<file path="src/rtl/ram_arb_pkg.sv">
// Shared types and default widths for the two-port RAM arbiter.
package ram_arb_pkg;

    localparam int DEF_ADDR_W = 8;
    localparam int DEF_DATA_W = 16;

    typedef enum logic [1:0] {
        IDLE   = 2'd0,
        ACCESS = 2'd1,
        DONE   = 2'd2
    } arb_state_t;

    typedef enum logic {
        REQ_CPU = 1'b0,
        REQ_DBG = 1'b1
    } req_id_t;

endpackage

</file>
<file path="src/rtl/rr_arb2.sv">
// Stateless 2-way round-robin picker; bit 0 is cpu, bit 1 is dbg.
// 'last' is 1 when dbg held the previous grant.
module rr_arb2 (
    input  logic [1:0] req,
    input  logic       last,
    output logic [1:0] gnt
);

    // A lone requester wins outright; on a tie the side not granted last wins.
    always_comb begin
        gnt = 2'b00;
        if (req == 2'b11) begin
            gnt = last ? 2'b01 : 2'b10;
        end else begin
            gnt = req;
        end
    end

endmodule

</file>
<file path="src/rtl/ram_arbiter.sv">
// Round-robin arbiter and 3-cycle sequencer sharing one RAM port between
// the cpu datapath and the debug/program-loader port.
// Optional feature: define RAM_ARB_WPROT_EN to block dbg writes below PROT_TOP.
module ram_arbiter
    import ram_arb_pkg::*;
#(
    parameter int                ADDR_W   = DEF_ADDR_W,
    parameter int                DATA_W   = DEF_DATA_W,
    parameter logic [ADDR_W-1:0] PROT_TOP = ADDR_W'(16)
) (
    input  logic              clk,
    input  logic              rst_n,
    input  logic              cpu_req,
    input  logic              cpu_we,
    input  logic [ADDR_W-1:0] cpu_addr,
    input  logic [DATA_W-1:0] cpu_wdata,
    output logic              cpu_gnt,
    output logic              cpu_done,
    output logic [DATA_W-1:0] cpu_rdata,
    input  logic              dbg_req,
    input  logic              dbg_we,
    input  logic [ADDR_W-1:0] dbg_addr,
    input  logic [DATA_W-1:0] dbg_wdata,
    output logic              dbg_gnt,
    output logic              dbg_done,
    output logic [DATA_W-1:0] dbg_rdata,
    output logic              dbg_err,
    output logic              write_enable,
    output logic              ram_read,
    output logic [ADDR_W-1:0] access_address,
    output logic [DATA_W-1:0] write_data,
    input  logic [DATA_W-1:0] data_out
);

`ifdef RAM_ARB_WPROT_EN
    localparam bit WPROT_ON = 1'b1;
`else
    localparam bit WPROT_ON = 1'b0;
`endif

    arb_state_t        state;
    arb_state_t        next_state;
    req_id_t           last_gnt;
    req_id_t           lat_id;
    logic              lat_we;
    logic [ADDR_W-1:0] lat_addr;
    logic [DATA_W-1:0] lat_wdata;
    logic [DATA_W-1:0] rdata_q;
    logic [1:0]        pick;
    logic              accept;
    logic              blocked;

    rr_arb2 u_pick (
        .req  ({dbg_req, cpu_req}),
        .last (last_gnt == REQ_DBG),
        .gnt  (pick)
    );

    // A latched dbg write into the protected low region is suppressed.
    assign blocked = WPROT_ON && (lat_id == REQ_DBG) && lat_we && (lat_addr < PROT_TOP);

    assign cpu_rdata = cpu_done ? rdata_q : '0;
    assign dbg_rdata = dbg_done ? rdata_q : '0;

    // State register; reset drops straight back to IDLE, abandoning any access.
    always_ff @(posedge clk or negedge rst_n) begin
        if (!rst_n) begin
            state <= IDLE;
        end else begin
            state <= next_state;
        end
    end

    // Next-state and all handshake/RAM outputs, decoded from the current state.
    always_comb begin
        next_state     = state;
        accept         = 1'b0;
        cpu_gnt        = 1'b0;
        dbg_gnt        = 1'b0;
        cpu_done       = 1'b0;
        dbg_done       = 1'b0;
        dbg_err        = 1'b0;
        write_enable   = 1'b0;
        ram_read       = 1'b0;
        access_address = '0;
        write_data     = '0;
        case (state)
            IDLE: begin
                cpu_gnt = pick[0];
                dbg_gnt = pick[1];
                accept  = |pick;
                if (accept) begin
                    next_state = ACCESS;
                end
            end
            ACCESS: begin
                write_enable   = lat_we & ~blocked;
                ram_read       = ~lat_we;
                access_address = lat_addr;
                write_data     = lat_wdata;
                next_state     = DONE;
            end
            DONE: begin
                cpu_done   = (lat_id == REQ_CPU);
                dbg_done   = (lat_id == REQ_DBG);
                dbg_err    = (lat_id == REQ_DBG) & blocked;
                next_state = IDLE;
            end
            default: begin
                next_state = IDLE;
            end
        endcase
    end

    // Command latches, round-robin history and read-data capture.
    always_ff @(posedge clk or negedge rst_n) begin
        if (!rst_n) begin
            last_gnt  <= REQ_DBG;
            lat_id    <= REQ_CPU;
            lat_we    <= 1'b0;
            lat_addr  <= '0;
            lat_wdata <= '0;
            rdata_q   <= '0;
        end else begin
            if (accept) begin
                lat_id    <= pick[1] ? REQ_DBG : REQ_CPU;
                last_gnt  <= pick[1] ? REQ_DBG : REQ_CPU;
                lat_we    <= pick[1] ? dbg_we : cpu_we;
                lat_addr  <= pick[1] ? dbg_addr : cpu_addr;
                lat_wdata <= pick[1] ? dbg_wdata : cpu_wdata;
            end
            if (state == ACCESS) begin
                rdata_q <= lat_we ? '0 : data_out;
            end
        end
    end

endmodule

</file>
<file path="config.mk">
export PLATFORM = sky130hd
export DESIGN_NAME = ram_arbiter
export DESIGN_NICKNAME = d
export VERILOG_FILES = /design/src/rtl/ram_arb_pkg.sv /design/src/rtl/rr_arb2.sv /design/src/rtl/ram_arbiter.sv
export SDC_FILE = /design/constraint.sdc
export NUM_CORES = 1
export LEC_CHECK = 0
export ABC_AREA = 0
export CORE_AREA = 2 2 85 87
export CTS_BUF_LIST = sky130_fd_sc_hd__clkbuf_4 sky130_fd_sc_hd__clkbuf_8 sky130_fd_sc_hd__clkbuf_16
export CTS_CLUSTER_DIAMETER = 120
export DETAILED_ROUTE_END_ITERATION = 8
export DIE_AREA = 0 0 87 89
export PLACE_DENSITY = 0.81
export REMOVE_ABC_BUFFERS = 1
export SLEW_MARGIN = 5
export SYNTH_ARGS = -nofsm -noshare
export SYNTH_HDL_FRONTEND = slang
export SYNTH_HIERARCHICAL = 1
export SYNTH_SLANG_ARGS = --single-unit
</file>
<file path="constraint.sdc">
create_clock -name clk -period 1.95 [get_ports clk]
set_input_delay 0.39 -clock clk [delete_from_list [all_inputs] [get_ports clk]]
set_output_delay 0.39 -clock clk [all_outputs]
set_load 0.01 [all_outputs]
</file>
Word-level counts from Yosys, hierarchy flattened. Cells that the tools add are included. W data, S select, Z words.

Register bits after elaboration: 45. Latch bits: 0. Memory bits (writable): 0. ROM bits: 0. Bits of input ports: 70. Output and inout port bits: 63. Memories kept: 0.

Add/subtract/negate cells: 0. Multipliers: 0. Div/mod/pow operators: 0. Order comparisons: 0. Eq/ne operators: 4. Shifts and indexed selects: 0. Muxes and demuxes: 20. Bitwise logic cells: 2. Reductions and logical operators: 2.

Operators with widths (number): $mux W16 (5); $mux W8 (2); $mux W1 (9); $mux W2 (3); $eq A2 B2 Y1 const B (2); $pmux W2 S2 (1); $eq A2 B1 Y1 const B (1); $logic_not A2 Y1 (1); $ne A2 B2 Y1 const B (1); $not A1 Y1 (2); $reduce_or A2 Y1 (1).

Depth between registers and ports, before layout.
Depth after elaboration: 5. Gate-level depth with buffers: 6. Mapped depth without buffers: 4.

Cells and area by module. The synthesis kept the hierarchy.

Modules (own cells, without submodules): ram_arbiter (times used 1, cells each 230, area each 2560.0 µm², seq. area each 1127.3 µm²); rr_arb2 (times used 1, cells each 3, area each 18.8 µm², seq. area each 0.0 µm²).

Worst setup path after synthesis. OpenSTA, ideal clock, no wires.

Kind: in2reg. From: in dbg_req. To: reg lat_wdata[10]. Setup time: 0.125 ns. Arrival: 1.537 ns. Slack: 0.288 ns. Stages on the path: 5. Cell sequence: a21boi_0 -> buf_6 -> buf_2 -> mux2_2 -> mux2_4.

Longest elaborated chain between the ends: 4. Elaborated cells on any way between the ends: 5. Those cells by class: eq/ne: 1; mux: 3; reduce/logical: 1.

Ends and longest elaborated chain: start: declaration (RTL line ram_arbiter.sv:20) `input logic dbg_req,`; $eq A2 B2 Y1 (RTL line rr_arb2.sv:12) `if (req == 2'b11) begin`; $mux W2 * (RTL line rr_arb2.sv:12); $reduce_or A2 Y1 (RTL line ram_arbiter.sv:91) `accept = |pick;`; $mux W1 (RTL line ram_arbiter.sv:87) `case (state)`; end signal: assignment (RTL line ram_arbiter.sv:130) `lat_wdata <= pick[1] ? dbg_wdata : cpu_wdata;`; end: declaration (RTL line ram_arbiter.sv:47) `logic [DATA_W-1:0] lat_wdata;`.

Mark *: on every way between the ends. The rest lies on a longest branch, timed or not. A chain may end at the register's enable or synchronous reset.

Worst setup path in the final report.
From: reg state[1]. To: out access_address[5].

Longest elaborated chain between the ends: 2.

Ends and longest elaborated chain: start: declaration (RTL line ram_arbiter.sv:41) `arb_state_t state;`; start signal: assignment (RTL line ram_arbiter.sv:70) `state <= next_state;`; $eq A2 B1 Y1 (RTL line ram_arbiter.sv:87); $mux W8 (RTL line ram_arbiter.sv:87); end: declaration (RTL line ram_arbiter.sv:30) `output logic [ADDR_W-1:0] access_address,`.

Every way passes these cells.

==> results.cfg <==
[finish]
n_antenna_cell = 0
drive_gt1_share_pct = 31.5
area.growth.synth_to_final_pct = 56.5
final_nets = 441
final_util_pct = 60.1
fin_area_um2 = 4040
fin_cells = 452

[route]
wl_mm = 6.35
wl_per_cell_um = 14.1
drt_iter0_markers = 34
drt_pre_antenna_iters = 4
drc = 0
vias = 2131
vias_per_cell = 4.71
ant_nets = 0

[logic_synthesis]
syn_area_um2 = 2580
yosys.area_share.simple_pct = 24.9
synth_compound_area_share_pct = 1.46
synth_commonest_cells = 58 x and2_1, 44 x dfrtp_1, 33 x nand2_1, 31 x mux2_2, 19 x mux2_4
synth_mux_area_share_pct = 24.6
synth_top_family_by_area = simple AND/OR/NAND/NOR gates
ys_async_sr_fraction_pct = 100
seq_area_frac_synth_pct = 43.7
synth_xor_area_share_pct = 0
avgSynthCellArea_um2 = 11.1
ys_types = 24
yosysMostFrequentCell = and2_1
synth_top_area_share_pct = 42.7
synth_edf_count = 0
syn_inst = 233
synth_warnings = 6
synth_flop_cell = dfrtp_1
yosys_register_bits = 45
yosys-top-cells-area = dfrtp_1 43%, and2_1 14%, mux2_2 14%
synthAdderAreaFrac_pct = 0
synth_top_area_cell = dfrtp_1

[place]
dp.cells = 441
port_buffers = 131
place_congestion = 0.759
placed_area_um2 = 4030
place_hpwl_mm = 4.86
pre_cts_ws_ns = -0.210

[timing]
worst_slew_pin_slew_ns = 0.541
holdWs_ns = 0.0732
drv_slew = 0
tns_ns = 0
setup_slack_ns = 0.0384
setup_violations = 0
rsz0062_at_grt = yes
fin_crit_sh_pct = 98.0
fin_worst_skew_ns = 0.00203
timing.final.hold_violations = 0
slew_headroom_pct = 63.9
min_period_ns = 1.91
max_freq_mhz = 523

[floorplanning]
core_area_um2 = 6720
dieHeight_um = 89
rows = 30
io_pins = 133
dieWidth_um = 87
start_util_pct = 38.4
die-area_um2 = 7740

[flow_run]
maxCapViolCount = 0

[clock_network]
cts_tree = yes
numCtsBuffers = 5
path_clk_slew_ns = 0.08
cts_root_buf = clkbuf_8
clk_path_buf_depth = 2
htreeDepth = 2
clk_latency_ns = 0.29
cts.sinks = 45

[grt]
grt_pass1_wl_mm = 10.3
grt_start_max_net_pins = 27
gr-total-overflow = 0
antenna_found_initial = 0
grt_usage_pct = 16.9
grt_pass1_vias = 2235

[critical_path]
cp_data_required_time_ns = 1.56
end_kind = output pin
critPathMaxFanout = 11
cp-start-kind = flip-flop
crit_type = flip-flop to output pin
arrival_ns = 1.52

[min_path]
min_path_type = primary input to async pin

[outcome]
outcome = completed

[pwr]
power_density_nw_per_um2 = 1230
ir_drop_uv = 576
power.leakage_nw = 1.93
p_total_mw = 4.97
[worst max-delay path: stages, from the launching register on]
cell	delay, ns
dfrtp_1	0.41
nand2b_1	0.18
inv_2	0.11
buf_4	0.13
clkbuf_16	0.14
and2_1	0.12
clkbuf_2	0.13
[logic make-up (layout without fill, tap and decap cells)]
kind of cell | count (synthesis) | after routing
DFF | 45 | 45
and+or+nand+nor | 112 | 112
buffers and inverters | 20 | 159
AOI/OAI and AO/OA | 5 | 5
other | 1 | 1
muxes | 50 | 50
[state kept, by name, summed over array words and instances (netlist names)]
name / count
last_gnt: 1
state: 2
lat_we: 1
rdata_q: 16
lat_addr: 8
lat_wdata: 16
lat_id: 1
[routing by layer]
layer / wire length, um / vias up / global-route usage (%)
li1: - / 1034 / -
met1: 2550 / 991 / 19.1
met4: 82 / 0 / 4.26
met5: 0 / - / 0
met2: 3130 / 97 / 30.1
met3: 594 / 9 / 6.37
[area by class of cell]
type | instances | area, um^2
Fill cell | 579 | 2680
Tap cell | 80 | 100
Multi-Input combinational cell | 168 | 1330
Inverter | 3 | 11.3
Clock inverter | 1 | 30.0
Timing Repair Buffer | 148 | 1350
Sequential cell | 45 | 1130
Clock buffer | 7 | 90.1
[placed cells by master (no fill, tap or decap), types with 2 or more instances in the layout]
| cell | n |
|---|---|
| dfrtp_1 | 44 |
| a21boi_2 | 2 |
| clkbuf_2 | 34 |
| inv_1 | 2 |
| a21o_1 | 2 |
| clkbuf_8 | 6 |
| nand3b_1 | 16 |
| dlygate4sd2_1 | 5 |
| buf_4 | 9 |
| clkdlybuf4s50_1 | 68 |
| mux2_4 | 19 |
| nor2_1 | 2 |
| nand2_1 | 33 |
| and2_1 | 57 |
| mux2_2 | 31 |
| clkdlybuf4s15_1 | 23 |
| buf_12 | 5 |
[what timing repair did]
action / CTS / global route
hold buffers: 0 / 0
gates resized for setup: 67 / 92
gates cloned: 0 / 1
endpoints found under the setup margin: 62 / 58
setup buffers: 0 / 2
endpoints found under the hold margin: 0 / 0
[report_power, final]
part           switching [mW]  internal [mW]
Sequential              0.260           1.38
Combinational            1.07           1.52
Clock                   0.309          0.432
Total                    1.64           3.33
[worst paths after layout]
| check | startpoint | endpoint | slack [ns] | cells past startpoint |
|---|---|---|---|---|
| min in group clk | rdata_q[10]$_DFFE_PN0N_ | rdata_q[10]$_DFFE_PN0N_ | 0.48 | 2 |
| hold / removal | rst_n | lat_wdata[10]$_DFFE_PN0P_ | 0.07 | 1 |
| setup reg to reg | last_gnt$_DFFE_PN1P_ | lat_wdata[4]$_DFFE_PN0P_ | 0.22 | 6 |
| max in group asynchronous | rst_n | last_gnt$_DFFE_PN1P_ | 1.28 | 2 |
| hold reg to reg | rdata_q[10]$_DFFE_PN0N_ | rdata_q[10]$_DFFE_PN0N_ | 0.48 | 2 |
| setup / recovery | state[1]$_DFFE_PN0P_ | access_address[5] | 0.04 | 6 |
Note: power is estimated with default switching activity, not from simulation.
